===== src/rtl/display_pkg.sv =====
// Shared types and segment constants for the seven-segment display driver.
// Segment patterns are active-low: bit k drives segment k, 0 lights it.
package display_pkg;

   typedef enum logic [1:0] {
      IDLE,
      CONV,
      LOAD
   } state_t;

   localparam logic [6:0] SEG_BLANK = 7'b1111111;
   localparam logic [6:0] SEG_DASH  = 7'b0111111;

   localparam logic [6:0] SEG_DIGIT [10] = '{
      7'b1000000, 7'b1111001, 7'b0100100, 7'b0110000, 7'b0011001,
      7'b0010010, 7'b0000010, 7'b1111000, 7'b0000000, 7'b0010000
   };

endpackage


===== src/rtl/hex_digit_decode.sv =====
// Combinational BCD nibble to active-low seven-segment decoder.
// Non-decimal nibbles decode to a blank digit.
module hex_digit_decode
   import display_pkg::*;
(
   input  logic [3:0] i_nibble,
   output logic [6:0] o_seg
);

   always_comb begin
      o_seg = SEG_BLANK;
      for (int unsigned k = 0; k < 10; k++) begin
         if (i_nibble == 4'(k)) o_seg = SEG_DIGIT[k];
      end
   end

endmodule


===== src/rtl/hex_display_driver.sv =====
// Binary-to-decimal HEX display driver: serial double-dabble conversion,
// leading-zero blanking, overflow dashes and a free-running blink.
module hex_display_driver
   import display_pkg::*;
#(
   parameter int NUM_DIGITS = 4,
   parameter int VALUE_W    = 14,
   parameter int BLINK_DIV  = 25_000_000
) (
   input  logic                    clk,
   input  logic                    reset_n,
   input  logic                    in_valid,
   output logic                    in_ready,
   input  logic [VALUE_W-1:0]      in_value,
   input  logic                    blank_lz,
   input  logic                    blink_en,
   output logic                    busy,
   output logic                    overflow,
   output logic [7*NUM_DIGITS-1:0] hex
);

   localparam int BCD_W = 4 * NUM_DIGITS;
   localparam int HEX_W = 7 * NUM_DIGITS;
   localparam int CNT_W = (VALUE_W > 1) ? $clog2(VALUE_W) : 1;
   localparam int BLK_W = $clog2(BLINK_DIV);

   function automatic logic [31:0] max_display(input int unsigned n);
      logic [31:0] p;
      p = 32'd1;
      for (int unsigned k = 0; k < n; k++) p = p * 32'd10;
      return p - 32'd1;
   endfunction

   localparam logic [31:0]      MAX_VAL    = max_display(NUM_DIGITS);
   localparam logic [CNT_W-1:0] LAST_BIT   = CNT_W'(VALUE_W - 1);
   localparam logic [BLK_W-1:0] BLINK_LAST = BLK_W'(BLINK_DIV - 1);

   state_t               r_state, w_state_next;
   logic                 r_ready, r_busy, r_ovf, r_ovf_out, r_blank, r_phase;
   logic [VALUE_W-1:0]   r_bin;
   logic [BCD_W-1:0]     r_bcd, w_bcd_adj;
   logic [CNT_W-1:0]     r_bit_cnt;
   logic [BLK_W-1:0]     r_blink_cnt;
   logic [HEX_W-1:0]     r_disp, w_image, w_decoded;
   logic [NUM_DIGITS-1:0] w_lead_zero;
   logic                 w_value_ovf;

   assign w_value_ovf = 32'(in_value) > MAX_VAL;

   always_comb begin
      w_state_next = r_state;
      unique case (r_state)
         IDLE:    if (in_valid) w_state_next = CONV;
         CONV:    if (r_bit_cnt == LAST_BIT) w_state_next = LOAD;
         LOAD:    w_state_next = IDLE;
         default: w_state_next = IDLE;
      endcase
   end

   always_comb begin
      w_bcd_adj = r_bcd;
      for (int unsigned k = 0; k < NUM_DIGITS; k++) begin
         if (r_bcd[4*k +: 4] >= 4'd5) w_bcd_adj[4*k +: 4] = r_bcd[4*k +: 4] + 4'd3;
      end
   end

   always_comb begin
      logic w_upper_zero;
      w_upper_zero = 1'b1;
      w_lead_zero  = '0;
      for (int unsigned k = 0; k < NUM_DIGITS; k++) begin
         w_upper_zero = w_upper_zero && (r_bcd[4*(NUM_DIGITS-1-k) +: 4] == 4'd0);
         w_lead_zero[NUM_DIGITS-1-k] = w_upper_zero;
      end
   end

   for (genvar g = 0; g < NUM_DIGITS; g++) begin : g_dec
      hex_digit_decode u_dec (
         .i_nibble (r_bcd[4*g +: 4]),
         .o_seg    (w_decoded[7*g +: 7])
      );
   end

   always_comb begin
      w_image = w_decoded;
      for (int unsigned k = 0; k < NUM_DIGITS; k++) begin
         if (r_ovf)
            w_image[7*k +: 7] = SEG_DASH;
         else if (r_blank && (k != 0) && w_lead_zero[k])
            w_image[7*k +: 7] = SEG_BLANK;
      end
   end

   always_ff @(posedge clk) begin
      if (!reset_n) begin
         r_state   <= IDLE;
         r_ready   <= 1'b1;
         r_busy    <= 1'b0;
         r_ovf     <= 1'b0;
         r_ovf_out <= 1'b0;
         r_blank   <= 1'b0;
         r_bin     <= '0;
         r_bcd     <= '0;
         r_bit_cnt <= '0;
         r_disp    <= '1;
      end else begin
         r_state <= w_state_next;
         r_ready <= (w_state_next == IDLE);
         r_busy  <= (w_state_next != IDLE);
         unique case (r_state)
            IDLE: begin
               if (in_valid) begin
                  r_bin     <= in_value;
                  r_blank   <= blank_lz;
                  r_ovf     <= w_value_ovf;
                  r_bcd     <= '0;
                  r_bit_cnt <= '0;
               end
            end
            CONV: begin
               r_bcd     <= {w_bcd_adj[BCD_W-2:0], r_bin[VALUE_W-1]};
               r_bin     <= r_bin << 1;
               r_bit_cnt <= r_bit_cnt + CNT_W'(1);
               // A bit leaving the top nibble implies value >= 10^NUM_DIGITS,
               // already flagged at accept, so folding it in changes nothing.
               r_ovf     <= r_ovf | w_bcd_adj[BCD_W-1];
            end
            LOAD: begin
               r_disp    <= w_image;
               r_ovf_out <= r_ovf;
            end
            default: ;
         endcase
      end
   end

   always_ff @(posedge clk) begin
      if (!reset_n) begin
         r_blink_cnt <= '0;
         r_phase     <= 1'b0;
      end else if (r_blink_cnt == BLINK_LAST) begin
         r_blink_cnt <= '0;
         r_phase     <= ~r_phase;
      end else begin
         r_blink_cnt <= r_blink_cnt + BLK_W'(1);
      end
   end

   assign in_ready = r_ready;
   assign busy     = r_busy;
   assign overflow = r_ovf_out;
   assign hex      = (blink_en && r_phase) ? '1 : r_disp;

endmodule


===== config.mk =====
export PLATFORM = sky130hd
export DESIGN_NAME = hex_display_driver
export DESIGN_NICKNAME = d
export VERILOG_FILES = /design/src/rtl/display_pkg.sv /design/src/rtl/hex_digit_decode.sv /design/src/rtl/hex_display_driver.sv
export SDC_FILE = /design/constraint.sdc
export NUM_CORES = 1
export LEC_CHECK = 0
export ABC_AREA = 1
export BUFFER_PORTS_ARGS = -buffer_cell sky130_fd_sc_hd__buf_2
export CAP_MARGIN = 20
export CORE_ASPECT_RATIO = 0.75
export CORE_MARGIN = 5
export CORE_UTILIZATION = 30
export CTS_CLUSTER_SIZE = 16
export DETAILED_ROUTE_END_ITERATION = 6
export GPL_TIMING_DRIVEN = 0
export MAX_ROUTING_LAYER = met4
export PLACE_DENSITY = 0.45
export SLEW_MARGIN = 0
export SYNTH_ARGS = -nofsm -noshare
export SYNTH_HDL_FRONTEND = slang
export SYNTH_SLANG_ARGS = --single-unit
export TNS_END_PERCENT = 20

===== constraint.sdc =====
create_clock -name clk -period 2 [get_ports clk]
set_input_delay 0.4 -clock clk [delete_from_list [all_inputs] [get_ports clk]]
set_output_delay 0.4 -clock clk [all_outputs]
set_load 0.005 [all_outputs]

==> flow_summary.json, run 1 <==
{
  "synth_top_area_share_pct": 34.3,
  "clock_latency_ps": 360,
  "max_freq_mhz": 542,
  "antenna_found_initial": 0,
  "ys_ff_latch": 95,
  "die_x_um": 167,
  "cts_tree": "done",
  "die_h_um": 128,
  "postSynthCellCount": 872,
  "drtAntennaViolNets": 0,
  "path_class": "reg -> reg",
  "synth_largest_area_cell": "dfxtp_1",
  "synth_warnings": 0,
  "outcome": "finished clean",
  "grtUsageTotal_pct": 15.4,
  "drv_slew": 0,
  "finalCritPeriodShare_pct": 92.3,
  "fin_cells": 1185,
  "root_buffer": "clkbuf_16",
  "drt_iter0_markers": 355,
  "ir_worst_vdd_mv": 0.372,
  "initial_core_util_pct": 30.2,
  "cp_max_fo": 8,
  "hold_viol": 0,
  "mappedNetlistArea_um2": 5540,
  "worstHoldPathType": "in -> reg",
  "die_area_um2": 21300,
  "clock-sinks": 95,
  "clk_pin_slew_ps": 80,
  "numCtsBuffers": 9,
  "postCtsHoldBufs": 0,
  "cpPeakStageDelay_ps": 340,
  "rsz0062_at_grt": "no",
  "syn2layout_area_growth_pct": 15.5,
  "place_ws_ps": -52.5,
  "slew_headroom_pct": 56.2,
  "wire_per_inst_um": 13.0,
  "regArea_um2": 1900,
  "viasPerCell": 4.55,
  "worst_setup_path_start_kind": "flop",
  "avgSynthCellArea_um2": 6.35,
  "endpoint_kind": "flop",
  "tightest_slew_ps": 658,
  "io_pins": 50,
  "fp-row-count": 43,
  "setup_violations": 0,
  "dpl.hpwl_um": 11900,
  "critPathArrivalTime_ps": 2060,
  "cellLeakagePower_uw": 0.00287,
  "setup_ws_ps": 154,
  "fin_crit_ps": 1850,
  "dp_cells": 1168,
  "cap_violations": 0,
  "crit_path_cell_trace": "inv_1 > nor2_4 > clkinvlp_4 > nor2_4 > inv_1 > a21oi_1 > o21ai_0",
  "drive_above_1_share_pct": 10.3,
  "place.port_buffers": 49,
  "power_density_nw_per_um2": 606,
  "gp_congestion": 0.848,
  "grt_overflow": 0,
  "grt_pass1_vias": 4923,
  "fin_worst_skew_ps": 13.0,
  "h-tree-depth": 3,
  "coreArea_um2": 18300,
  "multi_input_area_um2": 3090,
  "route.detailed.drc": 0,
  "synth_area_leaders": "dfxtp_1 34%, nand2_1 19%, inv_1 8.0%",
  "dr_total_vias": 5387,
  "seq_area_frac_synth_pct": 34.3,
  "final_nets": 975,
  "cp.required_ps": 2210,
  "antenna_cells": 0,
  "slowest_stage": "clkinvlp_4",
  "grt_max_degree": 18,
  "routed_wirelength_um": 15500,
  "total_power_uw": 3880,
  "grt_pass1_wl_um": 25600,
  "firstDrtPassIters": 5,
  "ys_types": 34,
  "clk_path_buf_depth": 2,
  "syn-num-nets": 914,
  "fillerInstances": 2046
}
-- worst max-delay path: cells and delay by family, from the launching register on --
| family | cells | cell delay, ps |
|---|---|---|
| AO/OA/AOI/OAI | 2 | 250 |
| buffers and inverters | 3 | 550 |
| flip-flops | 1 | 330 |
| AND/OR/NAND/NOR | 2 | 550 |
-- layer usage --
metal	track usage, %	vias to the layer above	share of wire (%)
met5	-	-	0
met1	23.5	2348	57
met3	3.67	8	4.8
li1	-	2915	-
met2	20.3	116	37
met4	3.03	0	0.86
-- sequential cells by signal, indices dropped and copies added (netlist names), 2 cells and up --
name         cells
r_disp          28
r_bin           14
r_bcd           16
r_state          2
r_blink_cnt     25
r_bit_cnt        4
-- Yosys cell counts --
cell and number:
nand2_1 283, inv_1 118, dfxtp_1 95, nor2_1 75, a21oi_1 73, nand3_1 54
o21ai_0 44, ha_1 23, clkbuf_1 14, nand4_1 14, nor3_1 12, a22oi_1 11
buf_2 7, o211ai_1 7, xor2_1 6, nand3b_1 5, nor2_2 4, or2_2 4
nand2_2 3, nor2_4 3, a31oi_1 2, buf_6 2, or2_0 2, a221oi_1 1
a311oi_1 1, a32o_1 1, clkinv_1 1, nand2_4 1, nor3_4 1, o2111ai_1 1
o21ai_1 1, o21bai_1 1, o32ai_1 1, xnor2_1 1
-- path summary, 6_finish.rpt --
kind | startpoint | cells after the start | slack, ps | to
hold / removal | blank_lz | 3 | 300 | r_blank$_SDFFE_PN0P_
setup reg to reg | r_state[1]$_SDFF_PN0_ | 7 | 150 | r_disp[0]$_SDFFE_PN1N_
hold reg to reg | r_bin[6]$_SDFFE_PN0P_ | 2 | 470 | r_bin[6]$_SDFFE_PN0P_
setup / recovery | r_state[1]$_SDFF_PN0_ | 7 | 150 | r_disp[0]$_SDFFE_PN1N_
-- cell families after synthesis --
family          Yosys count  share of synthesized area [%]
xor+xnor                  7                           1.11
compound gates          144                           14.3
simple gates            461                           35.0
flops                    95                           34.3
buf+inv                 142                           10.0
fa+ha+maj                23                           5.19
-- power by group --
part	internal [uW]	total (uW)	switching (uW)	leakage (uW)
Sequential	1920	1950	24.0	0.000771
Clock	855	1690	831	0.000125
Combinational	77.5	245	167	0.00198
-- timing repair --
action                     in CTS  in global routing
pin swaps                       0                  1
setup endpoints to repair      22                 43
cloned                          0                  0
buffers inserted                0                  1
gates resized for setup         3                  8
-- cell type report --
class,instances,share of cell area (%)
plain buffers,23,1.76
repair buffers,50,3.95
clock inverters,7,0.880
multi-input cells,635,48.3
clock buffers,9,3.52
well taps,247,4.83
flip-flops and latches,95,29.7
inverters,119,7.04
-- stage by stage --
step | util (%) | area [um^2] | hold slack [ps] | TNS [ps]
floorplan | - | 5540 | 436 | 0
global placement | 33.2 | 6090 | 457 | -180
detailed placement | 33.2 | 6090 | 454 | -181
CTS | 34.8 | 6380 | 291 | 0
global route | 34.9 | 6400 | 304 | 0
finish | 34.9 | 6400 | 296 | 0
-- layout by cell type, fill, tap and decap left out, drive strengths merged, types with 14 or more instances in the layout --
cell type and n:
inv 120, ha 23, nand2 287, nor2 82
clkbuf 23, buf 59, a21oi 73, dfxtp 95
nand3 54, nand4 14, o21ai 45
Power figures use the tool's default switching activity.
==> run 2: changes to the inputs <==
SYNTH_HIERARCHICAL = 1   (was default)
==> run 2 against run 1 <==
Net effect: combinational power is 11% lower; final cell count is 7.3% lower; clock power is 11% higher; via count is 11% lower; sequential cell count stayed put; first-iteration DRC count is 17% lower; non-clock buffer count is 5 lower.
==> flow_summary.json, run 2 <==
{
  "outcome": "finished clean",
  "synth_largest_area_cell": "dfxtp_1",
  "hold_start": "blank_lz",
  "gp_congestion": 0.802,
  "seq_area_frac_synth_pct": 36.6,
  "drv_slew": 0,
  "fillerInstances": 1889,
  "slew_headroom_pct": 58.4,
  "final_common_cell": "nand2_1",
  "wire_per_inst_um": 12.7,
  "root_buffer": "clkbuf_16",
  "routed_wirelength_um": 14000,
  "r2r_setup_slack_ps": 270,
  "holdPathStages": 3,
  "cellLeakagePower_uw": 0.00266,
  "avgSynthCellArea_um2": 6.34,
  "postSynthCellCount": 819,
  "place_ws_ps": 139,
  "postCtsSetupBuffers": 0,
  "clk_pin_slew_ps": 70,
  "cap_violations": 0,
  "h-tree-depth": 3,
  "syn2layout_area_growth_pct": 16.1,
  "dpl-instance-area_um2": 5700,
  "syn-num-nets": 852,
  "synth_most_common_cell": "nand2_1",
  "grt_overflow": 0,
  "synthArstFlopShare_pct": 0,
  "rsz0062_at_grt": "no",
  "max_freq_mhz": 568,
  "endpoint_kind": "primary output",
  "largest-register": "r_disp",
  "drtAntennaViolNets": 0,
  "ir_worst_vdd_mv": 0.357,
  "clk_path_buf_depth": 2,
  "fin_tns_setup_ps": 0,
  "final_nets": 911,
  "antenna_found_initial": 0,
  "dp_cells": 1082,
  "drive_above_1_share_pct": 11.4,
  "grtUsageTotal_pct": 14.8,
  "largestRegisters": "r_disp x28, r_blink_cnt x25, r_bcd x16",
  "fin_crit_ps": 1760,
  "cp.required_ps": 1600,
  "coreArea_um2": 16900,
  "io_pins": 50,
  "ys_types": 33,
  "r2r_end": "r_disp[18]$_SDFFE_PN1N_",
  "initial_core_util_pct": 30.7,
  "hold_end": "r_blank$_SDFFE_PN0P_",
  "hold_viol": 0,
  "synth_area_leaders": "dfxtp_1 37%, nand2_1 19%, nor2_1 9.0%",
  "fin_cells": 1098,
  "numCtsBuffers": 9,
  "final_cell_mix": "267 x nand2_1, 125 x nor2_1, 114 x inv_1",
  "synth_edf_count": 0,
  "dpl.hpwl_um": 10400,
  "clock-sinks": 95,
  "antenna_cells": 0,
  "dr_total_vias": 4776,
  "synth_flop_cell": "dfxtp_1",
  "synth_warnings": 6,
  "ys_ff_latch": 95,
  "fp-row-count": 41,
  "place.port_buffers": 48,
  "worstReg2RegStart": "r_bcd[12]$_SDFFE_PN0P_",
  "fin_worst_skew_ps": 5.72,
  "worst_setup_path_start_kind": "flop",
  "postLayoutCoreUtil_pct": 35.6,
  "drt_iter0_markers": 295,
  "die_area_um2": 20100,
  "grt_pass1_wl_um": 22600,
  "clock_latency_ps": 350,
  "viasPerCell": 4.35,
  "setup_violations": 0,
  "tightest_slew_ps": 624,
  "grt_max_degree": 17,
  "mappedNetlistArea_um2": 5190,
  "power_density_nw_per_um2": 670,
  "grt_pass1_vias": 4302,
  "die_x_um": 162,
  "finalCritPeriodShare_pct": 88.0,
  "die_h_um": 124,
  "synth_top_area_share_pct": 36.6,
  "synthTopCellsByCount": "268 x nand2_1, 125 x nor2_1, 114 x inv_1",
  "design_area_um2": 6030,
  "cp_max_fo": 10,
  "route.detailed.drc": 0,
  "worstHoldPathType": "in -> reg",
  "critPathArrivalTime_ps": 1360,
  "setup_ws_ps": 241,
  "path_class": "reg -> out",
  "worstRegToRegCells": 8,
  "firstDrtPassIters": 5,
  "cts_tree": "done",
  "largest_register_ffs": 28
}
-- run 2: layer usage --
| layer | GRT usage, % | part of all wire (%) | vias up |
|---|---|---|---|
| met5 | - | 0 | - |
| met4 | 3.80 | 1.2 | 0 |
| met3 | 3.24 | 5.5 | 13 |
| met2 | 19.1 | 35 | 100 |
| met1 | 22.7 | 58 | 2009 |
| li1 | - | - | 2654 |
-- run 2: power by group --
part	leakage [uW]	internal, uW	total [uW]	switching [uW]
Clock	0.000152	1100	1870	777
Combinational	0.00174	72.9	218	145
Sequential	0.000771	1920	1950	24.8
Total	0.00266	3090	4040	947
-- run 2: kinds of logic after synthesis --
| family | after synthesis | synth area share [%] |
|---|---|---|
| AOI/OAI and AO/OA | 105 | 11.3 |
| and+or+nand+nor | 449 | 35.1 |
| xor gates and xnor gates | 16 | 2.70 |
| adders and majority gates | 14 | 3.37 |
| buffers and inverters | 140 | 10.9 |
| DFF | 95 | 36.6 |
-- run 2: what timing repair did --
item,CTS,global route
setup endpoints to repair,20,1
hold buffers,0,0
pin swaps,0,0
resized for setup,2,1
-- run 2: critical path: stages, from the launching register on --
cell and delay [ps]:
dfxtp_1 340, nand2_2 190, clkbuf_2 270, nand2_1 90, buf_2 130
-- run 2: metrics by stage --
stage	hold WS, ps	total power, uW
2_1_floorplan	429	2130
6_report	300	4040
3_3_place_gp	443	2220
3_5_place_dp	450	2210
5_1_grt	304	4210
4_1_cts	281	4130
-- run 2: how the worst max path moves through the flow --
stage | startpoint | end
5_1_grt | r_bcd[12]$_SDFFE_PN0P_ | r_disp[18]$_SDFFE_PN1N_
3_3_place_gp | blink_en | hex[9]
4_1_cts | r_phase$_SDFFE_PN0N_ | hex[10]
2_1_floorplan | r_blink_cnt[0]$_SDFF_PP0_ | r_blink_cnt[16]$_SDFF_PP0_
6_report | r_phase$_SDFFE_PN0N_ | hex[10]
3_5_place_dp | blink_en | hex[10]
-- run 2: area by class of cell --
class	count	area [um^2]	share of cell area, %
Sequential cell	95	1900	31.5
Inverter	120	453	7.51
Multi-Input combinational cell	584	2730	45.2
Tap cell	215	269	4.46
Buffer	20	118	1.95
Timing Repair Buffer	48	240	3.98
Clock buffer	9	225	3.73
Clock inverter	7	97.6	1.62
